===== src/rtl/quad_gray_decoder.sv =====
// Quadrature / 2-bit Gray input decoder: synchronizes and debounces the pin pair,
// turns legal single-bit transitions into up/down steps and keeps a wrapping count.
module quad_gray_decoder #(
  parameter int WIDTH    = 16,
  parameter int DEBOUNCE = 16
) (
  input  logic             clk,
  input  logic             rst,
  input  logic             enc_a,
  input  logic             enc_b,
  input  logic             clear,
  output logic [WIDTH-1:0] position,
  output logic             step_valid,
  output logic             step_dir,
  output logic             error
);

  localparam int            CW      = (DEBOUNCE > 1) ? $clog2(DEBOUNCE) : 1;
  localparam logic [CW-1:0] CNT_MAX = CW'(DEBOUNCE - 1);

  logic [1:0]       s1_q, s2_q, s2_prev_q;
  logic [1:0]       stable_q, stable_d;
  logic [CW-1:0]    cnt_q, cnt_d;
  logic [WIDTH-1:0] position_q, position_d;
  logic             step_valid_q, step_valid_d;
  logic             step_dir_q, step_dir_d;
  logic             error_q, error_d;

  logic             accept;
  logic [1:0]       delta;

  // Gray pair {a,b} -> ring index so a single-bit move is +/-1 mod 4.
  function automatic logic [1:0] gray_idx(input logic [1:0] p);
    return {p[1], p[1] ^ p[0]};
  endfunction

  assign accept = (s2_q == s2_prev_q) && (s2_q != stable_q) && (cnt_q == CNT_MAX);
  assign delta  = gray_idx(s2_q) - gray_idx(stable_q);

  always_comb begin
    stable_d     = stable_q;
    cnt_d        = cnt_q;
    position_d   = position_q;
    step_valid_d = 1'b0;
    step_dir_d   = step_dir_q;
    error_d      = error_q;

    if ((s2_q != s2_prev_q) || (s2_q == stable_q)) begin
      cnt_d = '0;
    end else if (cnt_q == CNT_MAX) begin
      cnt_d    = '0;
      stable_d = s2_q;
    end else begin
      cnt_d = cnt_q + 1'b1;
    end

    if (accept) begin
      case (delta)
        2'd1: begin
          step_valid_d = 1'b1;
          step_dir_d   = 1'b1;
          position_d   = position_q + 1'b1;
        end
        2'd3: begin
          step_valid_d = 1'b1;
          step_dir_d   = 1'b0;
          position_d   = position_q - 1'b1;
        end
        default: ;
      endcase
    end

    // clear overrides any step on position, but an illegal jump still sets error.
    if (clear) begin
      position_d = '0;
      error_d    = 1'b0;
    end
    if (accept && (delta == 2'd2)) begin
      error_d = 1'b1;
    end
  end

  always_ff @(posedge clk) begin
    if (rst) begin
      s1_q         <= 2'b00;
      s2_q         <= 2'b00;
      s2_prev_q    <= 2'b00;
      stable_q     <= 2'b00;
      cnt_q        <= '0;
      position_q   <= '0;
      step_valid_q <= 1'b0;
      step_dir_q   <= 1'b0;
      error_q      <= 1'b0;
    end else begin
      s1_q         <= {enc_a, enc_b};
      s2_q         <= s1_q;
      s2_prev_q    <= s2_q;
      stable_q     <= stable_d;
      cnt_q        <= cnt_d;
      position_q   <= position_d;
      step_valid_q <= step_valid_d;
      step_dir_q   <= step_dir_d;
      error_q      <= error_d;
    end
  end

  assign position   = position_q;
  assign step_valid = step_valid_q;
  assign step_dir   = step_dir_q;
  assign error      = error_q;

endmodule

===== config.mk =====
export PLATFORM = sky130hd
export DESIGN_NAME = quad_gray_decoder
export DESIGN_NICKNAME = d
export VERILOG_FILES = /design/src/rtl/quad_gray_decoder.sv
export SDC_FILE = /design/constraint.sdc
export NUM_CORES = 1
export LEC_CHECK = 0
export ABC_AREA = 1
export BUFFER_PORTS_ARGS = -buffer_cell sky130_fd_sc_hd__buf_2
export CAP_MARGIN = 15
export CORE_MARGIN = 2
export CORE_UTILIZATION = 37
export DETAILED_ROUTE_END_ITERATION = 10
export PLACE_DENSITY_LB_ADDON = 0.15
export SLEW_MARGIN = 0
export SYNTH_ARGS = -nofsm -noshare
export SYNTH_HDL_FRONTEND = slang
export SYNTH_SLANG_ARGS = --single-unit
export TNS_END_PERCENT = 10

===== constraint.sdc =====
create_clock -name clk -period 2.9 [get_ports clk]
set_clock_uncertainty 0.05 [all_clocks]
set_input_delay 0.725 -clock clk [delete_from_list [all_inputs] [get_ports clk]]
set_output_delay 0.725 -clock clk [all_outputs]
set_load 0.02 [all_outputs]

# --- Word-level counts from Yosys, hierarchy flattened ---
# Index checks and enable logic that the tools add are counted.
word_totals:
  ff_bits: 31
  output_inout_bits: 19
  word_cells: 42
classes:
  muxes: 5
  bitwise_logic: 4
  n_eq_ne: 8
  n_addsub: 4
  reduce_logical: 12
op_table:
  columns: ["cell", "count"]
  rows:
  - ["16-bit one-hot mux with 2 select lines", 1]
  - ["16-bit by 1-bit adder with 16-bit output, second input constant", 1]
  - ["16-bit by 1-bit subtractor with 16-bit output, second input constant", 1]
  - ["2-bit OR reduction", 3]
  - ["4-bit by 1-bit adder with 4-bit output, second input constant", 1]
  - ["2-bit equality test", 2]
  - ["2-bit equality test, second input constant", 2]
  - ["4-bit equality test, second input constant", 1]
  - ["2-bit inequality test", 2]
  - ["2-bit AND reduction", 2]
  - ["2-bit nonzero test", 2]
  - ["1-bit logical AND", 3]
  - ["1-bit two-way mux", 3]
  - ["3-bit OR reduction", 1]
  - ["2-bit by 1-bit equality test with 1-bit output, second input constant", 1]
  - ["1-bit NOT", 2]
  - ["1-bit one-hot mux with 2 select lines", 1]
  - ["2-bit subtractor", 1]
  - ["1-bit XOR", 2]
  - ["1-bit logical OR", 1]

# --- Longest topological paths before layout ---
# Gate-level depths: netlist of run 1.
depth:
  word_depth: 5
  ltp_mapped: 20
  depth_no_buf: 19

# --- Worst setup path after synthesis of run 1 ---
# No wires, ideal clock.
synth_timing:
  path_type: "register to register"
  start: "reg s2_q[1]"
  end: "reg position_q[8], in the netlist position[8]"
  t_required_ns: 2.741
  setup_ns: 0.109
  path_slack_ns: 0.423
  arrival_time_ns: 2.318
  stages_incl_launch_ff: 19
  synth_period_minus_slack_ns: 2.477
  cell_sequence: "dfxtp_1 > xnor2_1 > ha_1 > inv_1 > clkbuf_4 > nand3_1 > nand2_1 > inv_1 > ha_1 > inv_1 > nand2_1 > nand3_1 > nand2_1 > nand2_1 > nand2_1 > xor2_1 > nand2_1 > nand2_1 > inv_1"
synth_between:
  elab_chain_cells: 5
  elab_cells_between_ends: 11
  cone_classes: "1 x add/sub; 4 x eq/ne; 1 x mux; 1 x bitwise; 4 x reduce/logical"
synth_lines:
  columns: ["element", "line_no", "source"]
  rows:
  - ["from (decl)", "21", "logic [1:0] s1_q, s2_q, s2_prev_q;"]
  - ["from (signal assigned)", "96", "s2_q <= s1_q;"]
  - ["1-bit XOR", "34", "return {p[1], p[1] ^ p[0]};"]
  - ["2-bit subtractor", "38", "assign delta = gray_idx(s2_q) - gray_idx(stable_q);"]
  - ["2-bit equality test / 2-bit by 1-bit equality test with 1-bit output (equally long branches)", "58", "case (delta)"]
  - ["2-bit nonzero test (no line)", null, null]
  - ["2-bit AND reduction (no line)", null, null]
  - ["to (signal assigned)", "100", "position_q <= position_d;"]
  - ["to (decl)", "24", "logic [WIDTH-1:0] position_q, position_d;"]
# Parallel ways exist; a longest one is shown, timed or not.
# A chain may end at the register's enable or synchronous reset.

# --- Worst setup path in the final report of run 1 ---
# Ends and elaborated chain as after synthesis.

==> results of run 1 <==
cells in the final DEF (no fill, tap or decap), types with 3 or more instances in the layout:
cell type / instances
sky130_fd_sc_hd__nand2_1: 61
sky130_fd_sc_hd__nand2_4: 7
sky130_fd_sc_hd__o21ai_0: 15
sky130_fd_sc_hd__inv_2: 3
sky130_fd_sc_hd__inv_1: 54
sky130_fd_sc_hd__nand2_2: 16
sky130_fd_sc_hd__nor2_1: 32
sky130_fd_sc_hd__xor2_1: 11
sky130_fd_sc_hd__o41ai_1: 10
sky130_fd_sc_hd__buf_4: 6
sky130_fd_sc_hd__clkbuf_8: 5
sky130_fd_sc_hd__dfxtp_2: 4
sky130_fd_sc_hd__a21oi_1: 17
sky130_fd_sc_hd__xnor2_1: 3
sky130_fd_sc_hd__nor2_4: 3
sky130_fd_sc_hd__nand3_1: 29
sky130_fd_sc_hd__ha_1: 3
sky130_fd_sc_hd__dfxtp_1: 27
sky130_fd_sc_hd__nand3_2: 4
sky130_fd_sc_hd__nor2_2: 5
sky130_fd_sc_hd__buf_2: 23
sky130_fd_sc_hd__nand4_1: 3
how the worst max path moves through the flow:
stage	startpoint	endpoint	slack [ps]	cells after the start
finish	s2_q[1]	position[8]	330	18
global route	stable_q[0]	position[10]	40	17
CTS	s2_q[1]	position[8]	220	18
detailed placement	s2_q[1]	position[8]	230	18
global placement	s2_q[1]	position[8]	310	18
floorplan	s2_q[1]	position[8]	420	18
Yosys cell counts:
| cell | instances |
|---|---|
| sky130_fd_sc_hd__nor2_2 | 5 |
| sky130_fd_sc_hd__nor3_1 | 1 |
| sky130_fd_sc_hd__o21ai_2 | 1 |
| sky130_fd_sc_hd__nand3_2 | 4 |
| sky130_fd_sc_hd__a21oi_2 | 2 |
| sky130_fd_sc_hd__nor2_1 | 32 |
| sky130_fd_sc_hd__a21oi_1 | 17 |
| sky130_fd_sc_hd__inv_2 | 2 |
| sky130_fd_sc_hd__nand3_1 | 29 |
| sky130_fd_sc_hd__nor2_4 | 3 |
| sky130_fd_sc_hd__a21boi_2 | 1 |
| sky130_fd_sc_hd__buf_12 | 1 |
| sky130_fd_sc_hd__nand2_4 | 7 |
| sky130_fd_sc_hd__o41ai_1 | 10 |
| sky130_fd_sc_hd__inv_1 | 55 |
| sky130_fd_sc_hd__clkbuf_1 | 2 |
| sky130_fd_sc_hd__dfxtp_1 | 31 |
| sky130_fd_sc_hd__o21bai_4 | 1 |
| sky130_fd_sc_hd__nand3_4 | 1 |
| sky130_fd_sc_hd__clkinv_1 | 1 |
| sky130_fd_sc_hd__ha_1 | 3 |
| sky130_fd_sc_hd__buf_6 | 1 |
| sky130_fd_sc_hd__buf_2 | 3 |
| sky130_fd_sc_hd__o21a_1 | 1 |
| sky130_fd_sc_hd__xor2_1 | 11 |
| sky130_fd_sc_hd__xor2_2 | 1 |
| sky130_fd_sc_hd__nand2_1 | 61 |
| sky130_fd_sc_hd__xnor2_1 | 3 |
| sky130_fd_sc_hd__o21ai_0 | 15 |
| sky130_fd_sc_hd__nand2_2 | 16 |
| sky130_fd_sc_hd__clkinv_2 | 1 |
| sky130_fd_sc_hd__nand3b_1 | 1 |
| sky130_fd_sc_hd__nand4_1 | 3 |
| sky130_fd_sc_hd__clkbuf_4 | 1 |
through the flow:
stage | worst slack, ps | hold slack [ps] | instance area [sq um] | total power, W
after floorplan | 423 | 338 | 2220 | 0.000483
after global placement | 312 | 344 | 2410 | 0.000497
after detailed placement | 234 | 343 | 2410 | 0.000498
after CTS | 218 | 355 | 2500 | 0.000871
after global routing | 42.0 | 371 | 2510 | 0.000893
final | 328 | 346 | 2510 | 0.000853
sequential cells by signal (all words and copies together), names as in the netlist:
name        flops
cnt_q           4
error           1
position       16
s1_q            2
s2_prev_q       2
s2_q            2
stable_q        2
step_dir        1
step_valid      1
metal layers:
metal	GRT usage (%)	part of all wire, %	wire, um
met4	4.58	1.4	72
met1	24.2	50	2590
met3	3.85	4.6	240
met2	28.2	44	2280
met5	0	0	0
power by group:
| part | leakage (nW) | total, W | internal (W) | switching [W] |
|---|---|---|---|---|
| logic | 0.961 | 0.0000554 | 0.0000191 | 0.0000363 |
| registers | 0.253 | 0.000432 | 0.000430 | 0.00000290 |
| clock network | 0.0408 | 0.000365 | 0.000172 | 0.000194 |
cell type report:
type,instances,area (sq um),share of cell area (%)
Inverter,59,223,8.87
Timing Repair Buffer,29,160,6.38
Clock inverter,3,23.8,0.947
Clock buffer,5,68.8,2.74
Multi-Input combinational cell,229,1320,52.4
Tap cell,75,93.8,3.74
Sequential cell,31,626,24.9
cells by family after synthesis:
| kind of cell | after synthesis | synth area share [%] |
|---|---|---|
| and+or+nand+nor | 163 | 37.3 |
| xor gates and xnor gates | 15 | 6.26 |
| adders and majority gates | 3 | 1.69 |
| buffers and inverters | 67 | 12.8 |
| DFF | 31 | 28.0 |
| AOI/OAI and AO/OA | 48 | 14.0 |
critical path, stage by stage, from the launching register on:
cell and delay [ps]:
sky130_fd_sc_hd__dfxtp_2 350, sky130_fd_sc_hd__xnor2_1 130, sky130_fd_sc_hd__ha_1 350, sky130_fd_sc_hd__inv_2 100, sky130_fd_sc_hd__buf_4 150, sky130_fd_sc_hd__nand3_1 150, sky130_fd_sc_hd__nand2_1 110, sky130_fd_sc_hd__inv_1 50
sky130_fd_sc_hd__ha_1 170, sky130_fd_sc_hd__inv_1 50, sky130_fd_sc_hd__nand2_1 80, sky130_fd_sc_hd__nand3_1 140, sky130_fd_sc_hd__nand2_1 140, sky130_fd_sc_hd__nand2_1 100, sky130_fd_sc_hd__nand2_1 60, sky130_fd_sc_hd__xor2_1 150
sky130_fd_sc_hd__nand2_1 60, sky130_fd_sc_hd__nand2_1 50, sky130_fd_sc_hd__inv_1 30
==> impl_table.tex, run 1 <==
\begin{tabular}{lr}
\hline
Metric & Value \\
\hline
\multicolumn{2}{l}{\textbf{Synthesis}} \\
\quad Synth warn & 0 \\
\quad Cell Area, Synth & 2220 sq um \\
\quad Sequential area share after synthesis & 28.0\% \\
\quad Post-Syn Instances & 327 \\
\quad Area contributors post-synth & sky130\_fd\_sc\_hd\_\_dfxtp\_1 (28\%), sky130\_fd\_sc\_hd\_\_nand2\_1 (10\%), sky130\_fd\_sc\_hd\_\_inv\_1 (9.3\%), sky130\_fd\_sc\_hd\_\_nand3\_1 (6.5\%), sky130\_fd\_sc\_hd\_\_nor2\_1 (5.4\%) \\
\quad Unique masters post-synth & 34 \\
\quad Average cell area after synthesis & 6.79 sq um \\
\quad Synth Register Bits & 31 \\
\quad Share of the synthesized area in the top cell type & 28.0\% \\
\quad Cell type with the largest total area after synthesis & sky130\_fd\_sc\_hd\_\_dfxtp\_1 \\
\quad Net count after synthesis & 335 \\
\multicolumn{2}{l}{\textbf{GRT}} \\
\quad Pin count of the biggest net entering global routing & 21 \\
\quad Remaining global-route overflow & 0 \\
\quad Global-route usage over all layers & 17.7\% \\
\quad Antenna violations before repair & 0 \\
\quad Wire length of the first global-routing pass & 9050 um \\
\quad Via count of the first global-routing pass & 1864 \\
\multicolumn{2}{l}{\textbf{Die}} \\
\quad Height of the chip & 81.5 um \\
\quad Core area & 5850 sq um \\
\quad Number of core rows & 28 \\
\quad I/O pin cnt & 24 \\
\quad Die extent in x & 81.5 um \\
\quad Effective utilization at floorplan & 37.9\% \\
\quad Floorplan die area & 6630 sq um \\
\multicolumn{2}{l}{\textbf{Layout}} \\
\quad Net total in the final layout & 363 \\
\quad Layout cell share with drive strength beyond 1 & 24.4\% \\
\quad Filler cell count & 615 \\
\quad Final core utilization & 42.9\% \\
\quad Count of non-filler cells in the finished layout & 431 \\
\quad Inserted Diodes & 0 \\
\quad Layout overhead on the synthesized area & 13.1\% \\
\multicolumn{2}{l}{\textbf{Route}} \\
\quad Vias post-DR & 2044 \\
\quad DRC violation total after the first TritonRoute iteration & 70 \\
\quad Routed length per instance & 12.0 um \\
\quad Router iterations before antenna repair & 5 \\
\quad Count of antenna-violating nets left after detailed routing & 0 \\
\quad Post-detailed-route via-to-cell ratio & 4.74 \\
\quad DRC Markers & 0 \\
\quad Routed wire length & 5180 um \\
\multicolumn{2}{l}{\textbf{Place}} \\
\quad Number of buffers inserted by port buffering & 23 \\
\quad Routability cong. & 0.872 \\
\quad Placed cell count & 423 \\
\quad Detailed Place HPWL & 3850 um \\
\multicolumn{2}{l}{\textbf{Timing}} \\
\quad Final count of pins violating max slew & 0 \\
\quad Max-slew headroom at the worst pin & 55.1\% \\
\quad Summed negative setup slack over all endpoints & 0 ps \\
\quad Tightest Pin Transition & 672 ps \\
\quad Final setup violating endpoints & 0 \\
\quad Part of the cycle the worst path needs & 88.7\% \\
\quad Unrepaired setup endpoints after global routing & no \\
\quad Timing-limited maximum frequency & 389 MHz \\
\quad Post-layout min period & 2570 ps \\
\quad Hold Fails Final Rpt & 0 \\
\multicolumn{2}{l}{\textbf{Flow run}} \\
\quad Number of violations of the max-capacitance limit & 0 \\
\multicolumn{2}{l}{\textbf{Outcome}} \\
\quad Result of the run & complete, no violations \\
\multicolumn{2}{l}{\textbf{Critical path}} \\
\quad Data required time of the worst path & 3040 ps \\
\quad Maximum fanout encountered on the critical timing path & 7 \\
\quad Worst setup path category & flip-flop to flip-flop \\
\quad Startpoint kind of the worst setup timing path & flip-flop \\
\quad Endpoint of the lowest-slack register-to-register path & position[8] \\
\quad Worst-case register-to-register setup slack & 330 ps \\
\quad R2R cell count & 18 \\
\quad Kind of end point of the critical path & flip-flop \\
\quad Worst R2R Start & s2\_q[1] \\
\quad Worst Path Arrival & 2720 ps \\
\multicolumn{2}{l}{\textbf{Clock network}} \\
\quad \# clock sinks & 31 \\
\quad CTS clk-pin slew, worst paths & 70 ps \\
\quad TritonCTS clock tree & yes \\
\quad Number of buffers created by CTS & 5 \\
\quad Hold Buf Count CTS & 0 \\
\quad CTS Buffer Depth & 2 \\
\quad H-tree depth reported by CTS & 2 \\
\quad Post-CTS setup buffer count & 0 \\
\quad CTS root buffer & sky130\_fd\_sc\_hd\_\_clkbuf\_8 \\
\quad Clk Latency, worst-skew pair & 290 ps \\
\quad Resize count post-CTS & 0 \\
\multicolumn{2}{l}{\textbf{Min path}} \\
\quad Critical hold path startpoint & s1\_q[0] \\
\quad Destination of the worst hold path & s2\_q[0] \\
\quad HP Class & flip-flop to flip-flop \\
\quad Worst Hold Depth & 2 \\
\multicolumn{2}{l}{\textbf{Pwr}} \\
\quad Total power divided by cell area & 340 nW/um\^{}2 \\
\quad Static leakage power & 1.25 nW \\
\quad Maximum ir drop on the vdd rail & 200 uV \\
\hline
\end{tabular}
No activity file was read; power rests on OpenSTA's default activity.
==> run 2, diff against run 1 <==
CELL_PAD_IN_SITES_DETAIL_PLACEMENT = 1   (was unset)
CELL_PAD_IN_SITES_GLOBAL_PLACEMENT = 2   (was unset)
CORE_MARGIN = unset   (was 2)
CORE_UTILIZATION = 33   (was 37)
==> impl_table.tex, run 2 (synthesized netlist as in run 1, its figures left out) <==
\begin{tabular}{lr}
\hline
Metric & Value \\
\hline
\multicolumn{2}{l}{\textbf{Outcome}} \\
\quad Result of the run & finished, violations left \\
\quad Failing checks & DRC \\
\multicolumn{2}{l}{\textbf{Timing}} \\
\quad Final count of pins violating max slew & 0 \\
\quad Final setup violating endpoints & 0 \\
\quad Hold Fails Final Rpt & 0 \\
\quad Tightest Pin Transition & 859 ps \\
\quad Max-slew headroom at the worst pin & 42.0\% \\
\quad Summed negative setup slack over all endpoints & 0 ps \\
\quad Unrepaired setup endpoints after global routing & no \\
\quad Post-layout min period & 2590 ps \\
\quad Part of the cycle the worst path needs & 89.3\% \\
\quad Timing-limited maximum frequency & 386 MHz \\
\multicolumn{2}{l}{\textbf{Layout}} \\
\quad Layout overhead on the synthesized area & 13.0\% \\
\quad Highest-count cells in the layout ignoring fill and taps & sky130\_fd\_sc\_hd\_\_nand2\_1 (61), sky130\_fd\_sc\_hd\_\_inv\_1 (55), sky130\_fd\_sc\_hd\_\_nor2\_1 (32) \\
\quad Net total in the final layout & 363 \\
\quad Most frequent standard cell in the layout excluding fill and tap cells & sky130\_fd\_sc\_hd\_\_nand2\_1 \\
\quad Non-Filler Cell Area, Final & 2510 sq um \\
\quad Max reg flops & 16 \\
\quad Area of the multi-input gates & 1320 sq um \\
\quad Inserted Diodes & 0 \\
\quad Filler cell count & 884 \\
\quad Footprint of the flip-flops and latches & 624 sq um \\
\quad Layout cell share with drive strength beyond 1 & 23.9\% \\
\multicolumn{2}{l}{\textbf{GRT}} \\
\quad Via count of the first global-routing pass & 2209 \\
\quad Remaining global-route overflow & 0 \\
\quad Wire length of the first global-routing pass & 10800 um \\
\quad Antenna violations before repair & 0 \\
\quad Global-route usage over all layers & 19.5\% \\
\quad Pin count of the biggest net entering global routing & 21 \\
\multicolumn{2}{l}{\textbf{Pwr}} \\
\quad Total power divided by cell area & 334 nW/um\^{}2 \\
\quad Maximum ir drop on the vdd rail & 210 uV \\
\quad Static leakage power & 1.25 nW \\
\quad Reg power frac & 51.6\% \\
\quad Net switching power & 0.000222 W \\
\quad Logic pwr share & 6.9\% \\
\quad Internal power consumption & 0.000616 W \\
\quad Power share of the clock group & 41.5\% \\
\quad Switching share of power & 26.5\% \\
\multicolumn{2}{l}{\textbf{Place}} \\
\quad Detailed Place HPWL & 4720 um \\
\quad Routability cong. & 0.781 \\
\quad Number of buffers inserted by port buffering & 23 \\
\quad Placed cell area & 2410 sq um \\
\multicolumn{2}{l}{\textbf{Critical path}} \\
\quad Count of buffering cells on the critical path with inverters included & 5 \\
\quad Delay contributed by the slowest stage of the critical path & 380 ps \\
\quad R2R cell count & 18 \\
\quad Worst Path Arrival & 2720 ps \\
\quad Startpoint kind of the worst setup timing path & flip-flop \\
\quad Crit path max-delay family & simple AND/OR/NAND/NOR gates \\
\quad Data required time of the worst path & 3030 ps \\
\quad Top cell by count, worst path & sky130\_fd\_sc\_hd\_\_nand2\_1 \\
\quad Stages on worst setup path & 18 \\
\quad Slowest CP cell & sky130\_fd\_sc\_hd\_\_dfxtp\_1 \\
\quad Kind of end point of the critical path & flip-flop \\
\quad Worst setup path category & flip-flop to flip-flop \\
\quad Maximum fanout encountered on the critical timing path & 7 \\
\quad Ordered list of cells on the worst path & xor2\_1 -> ha\_1 -> inv\_1 -> buf\_4 -> nand3\_1 -> nand2\_1 -> inv\_1 -> ha\_1 -> inv\_1 -> nand2\_1 -> nand3\_1 -> nand2\_1 -> nand2\_1 -> nand2\_1 -> xor2\_1 -> nand2\_1 -> nand2\_1 -> inv\_1 \\
\multicolumn{2}{l}{\textbf{Route}} \\
\quad Routed wire length & 6160 um \\
\quad Router iterations before antenna repair & 7 \\
\quad DRC violation total after the first TritonRoute iteration & 60 \\
\quad Vias post-DR & 2134 \\
\quad Count of antenna-violating nets left after detailed routing & 0 \\
\quad DRC Markers & 2 \\
\quad Routed length per instance & 14.2 um \\
\quad Post-detailed-route via-to-cell ratio & 4.93 \\
\multicolumn{2}{l}{\textbf{Min path}} \\
\quad HP Class & flip-flop to flip-flop \\
\quad Worst Hold Depth & 2 \\
\multicolumn{2}{l}{\textbf{Clock network}} \\
\quad CTS root buffer & sky130\_fd\_sc\_hd\_\_clkbuf\_8 \\
\quad TritonCTS clock tree & yes \\
\quad Post-CTS setup buffer count & 0 \\
\quad CTS Buffer Depth & 2 \\
\quad \# clock sinks & 31 \\
\quad Number of buffers created by CTS & 5 \\
\quad Clk Latency, worst-skew pair & 290 ps \\
\quad CTS clk-pin slew, worst paths & 70 ps \\
\quad H-tree depth reported by CTS & 2 \\
\multicolumn{2}{l}{\textbf{Flow run}} \\
\quad Number of violations of the max-capacitance limit & 0 \\
\multicolumn{2}{l}{\textbf{Die}} \\
\quad Effective utilization at floorplan & 34.6\% \\
\quad Number of core rows & 29 \\
\quad Die extent in x & 84.0 um \\
\quad Floorplan die area & 7060 sq um \\
\quad Core area & 6420 sq um \\
\quad I/O pin cnt & 24 \\
\quad Height of the chip & 84.0 um \\
\hline
\end{tabular}
-- run 2: cell count changes in the layout (fill, tap and decap cells not counted), sizes merged --
cell    previous run  this run
clkinv             2         3
inv               58        57
-- run 2: path summary, 6_finish.rpt --
check | endpoint | start | slack [ps]
setup / recovery | position[8] | stable_q[0] | 310
hold / removal | s2_q[1] | s1_q[1] | 350
setup reg to reg | position[8] | stable_q[0] | 310
hold reg to reg | s2_q[1] | s1_q[1] | 350
-- run 2: per-stage QoR --
step | setup slack, ps | instances | hold slack (ps) | util [%] | total power [W]
after floorplan | 423 | 327 | 338 | - | 0.000483
after global placement | 333 | 425 | 343 | 37.6 | 0.000500
after detailed placement | 256 | 425 | 348 | 37.6 | 0.000501
after CTS | 222 | 433 | 359 | 39.0 | 0.000859
after global routing | 28.1 | 433 | 370 | 39.0 | 0.000890
final | 311 | 433 | 347 | 39.0 | 0.000838
-- run 2: what timing repair did --
item | CTS | global route
gates resized for setup | 0 | 3
setup endpoints to repair | 0 | 1
hold buffers | 0 | 0
-- run 2: routing by layer --
metal | part of all wire (%) | routed length, um | GRT usage, %
met2 | 46 | 2800 | 32.7
met3 | 2.3 | 140 | 3.26
met1 | 51 | 3170 | 26.1
met5 | 0 | 0 | 0
met4 | 0.73 | 45 | 4.55
-- run 2: power groups by stage --
stage	Combinational [W]	Clock [W]	Sequential (W)
finish	0.0000577	0.000347	0.000433
global route	0.0000652	0.000392	0.000433
CTS	0.0000588	0.000368	0.000432
detailed placement	0.0000585	0	0.000442
global placement	0.0000578	0	0.000442
floorplan	0.0000415	0	0.000442
-- run 2: worst register-to-register path: stages (launching register included) --
cell and delay, ps:
sky130_fd_sc_hd__dfxtp_1 380, sky130_fd_sc_hd__xor2_1 170, sky130_fd_sc_hd__ha_1 280, sky130_fd_sc_hd__inv_1 140, sky130_fd_sc_hd__buf_4 170, sky130_fd_sc_hd__nand3_1 160
sky130_fd_sc_hd__nand2_1 110, sky130_fd_sc_hd__inv_1 60, sky130_fd_sc_hd__ha_1 170, sky130_fd_sc_hd__inv_1 50, sky130_fd_sc_hd__nand2_1 70, sky130_fd_sc_hd__nand3_1 130
sky130_fd_sc_hd__nand2_1 120, sky130_fd_sc_hd__nand2_1 90, sky130_fd_sc_hd__nand2_1 60, sky130_fd_sc_hd__xor2_1 140, sky130_fd_sc_hd__nand2_1 60, sky130_fd_sc_hd__nand2_1 60
sky130_fd_sc_hd__inv_1 40
-- run 2: area by class of cell --
cell class,count,area share [%]
Multi-Input combinational cell,229,52.4
Sequential cell,31,24.9
Inverter,59,8.88
Timing Repair Buffer,29,6.39
Tap cell,77,3.84
Clock buffer,5,2.74
Clock inverter,3,0.798
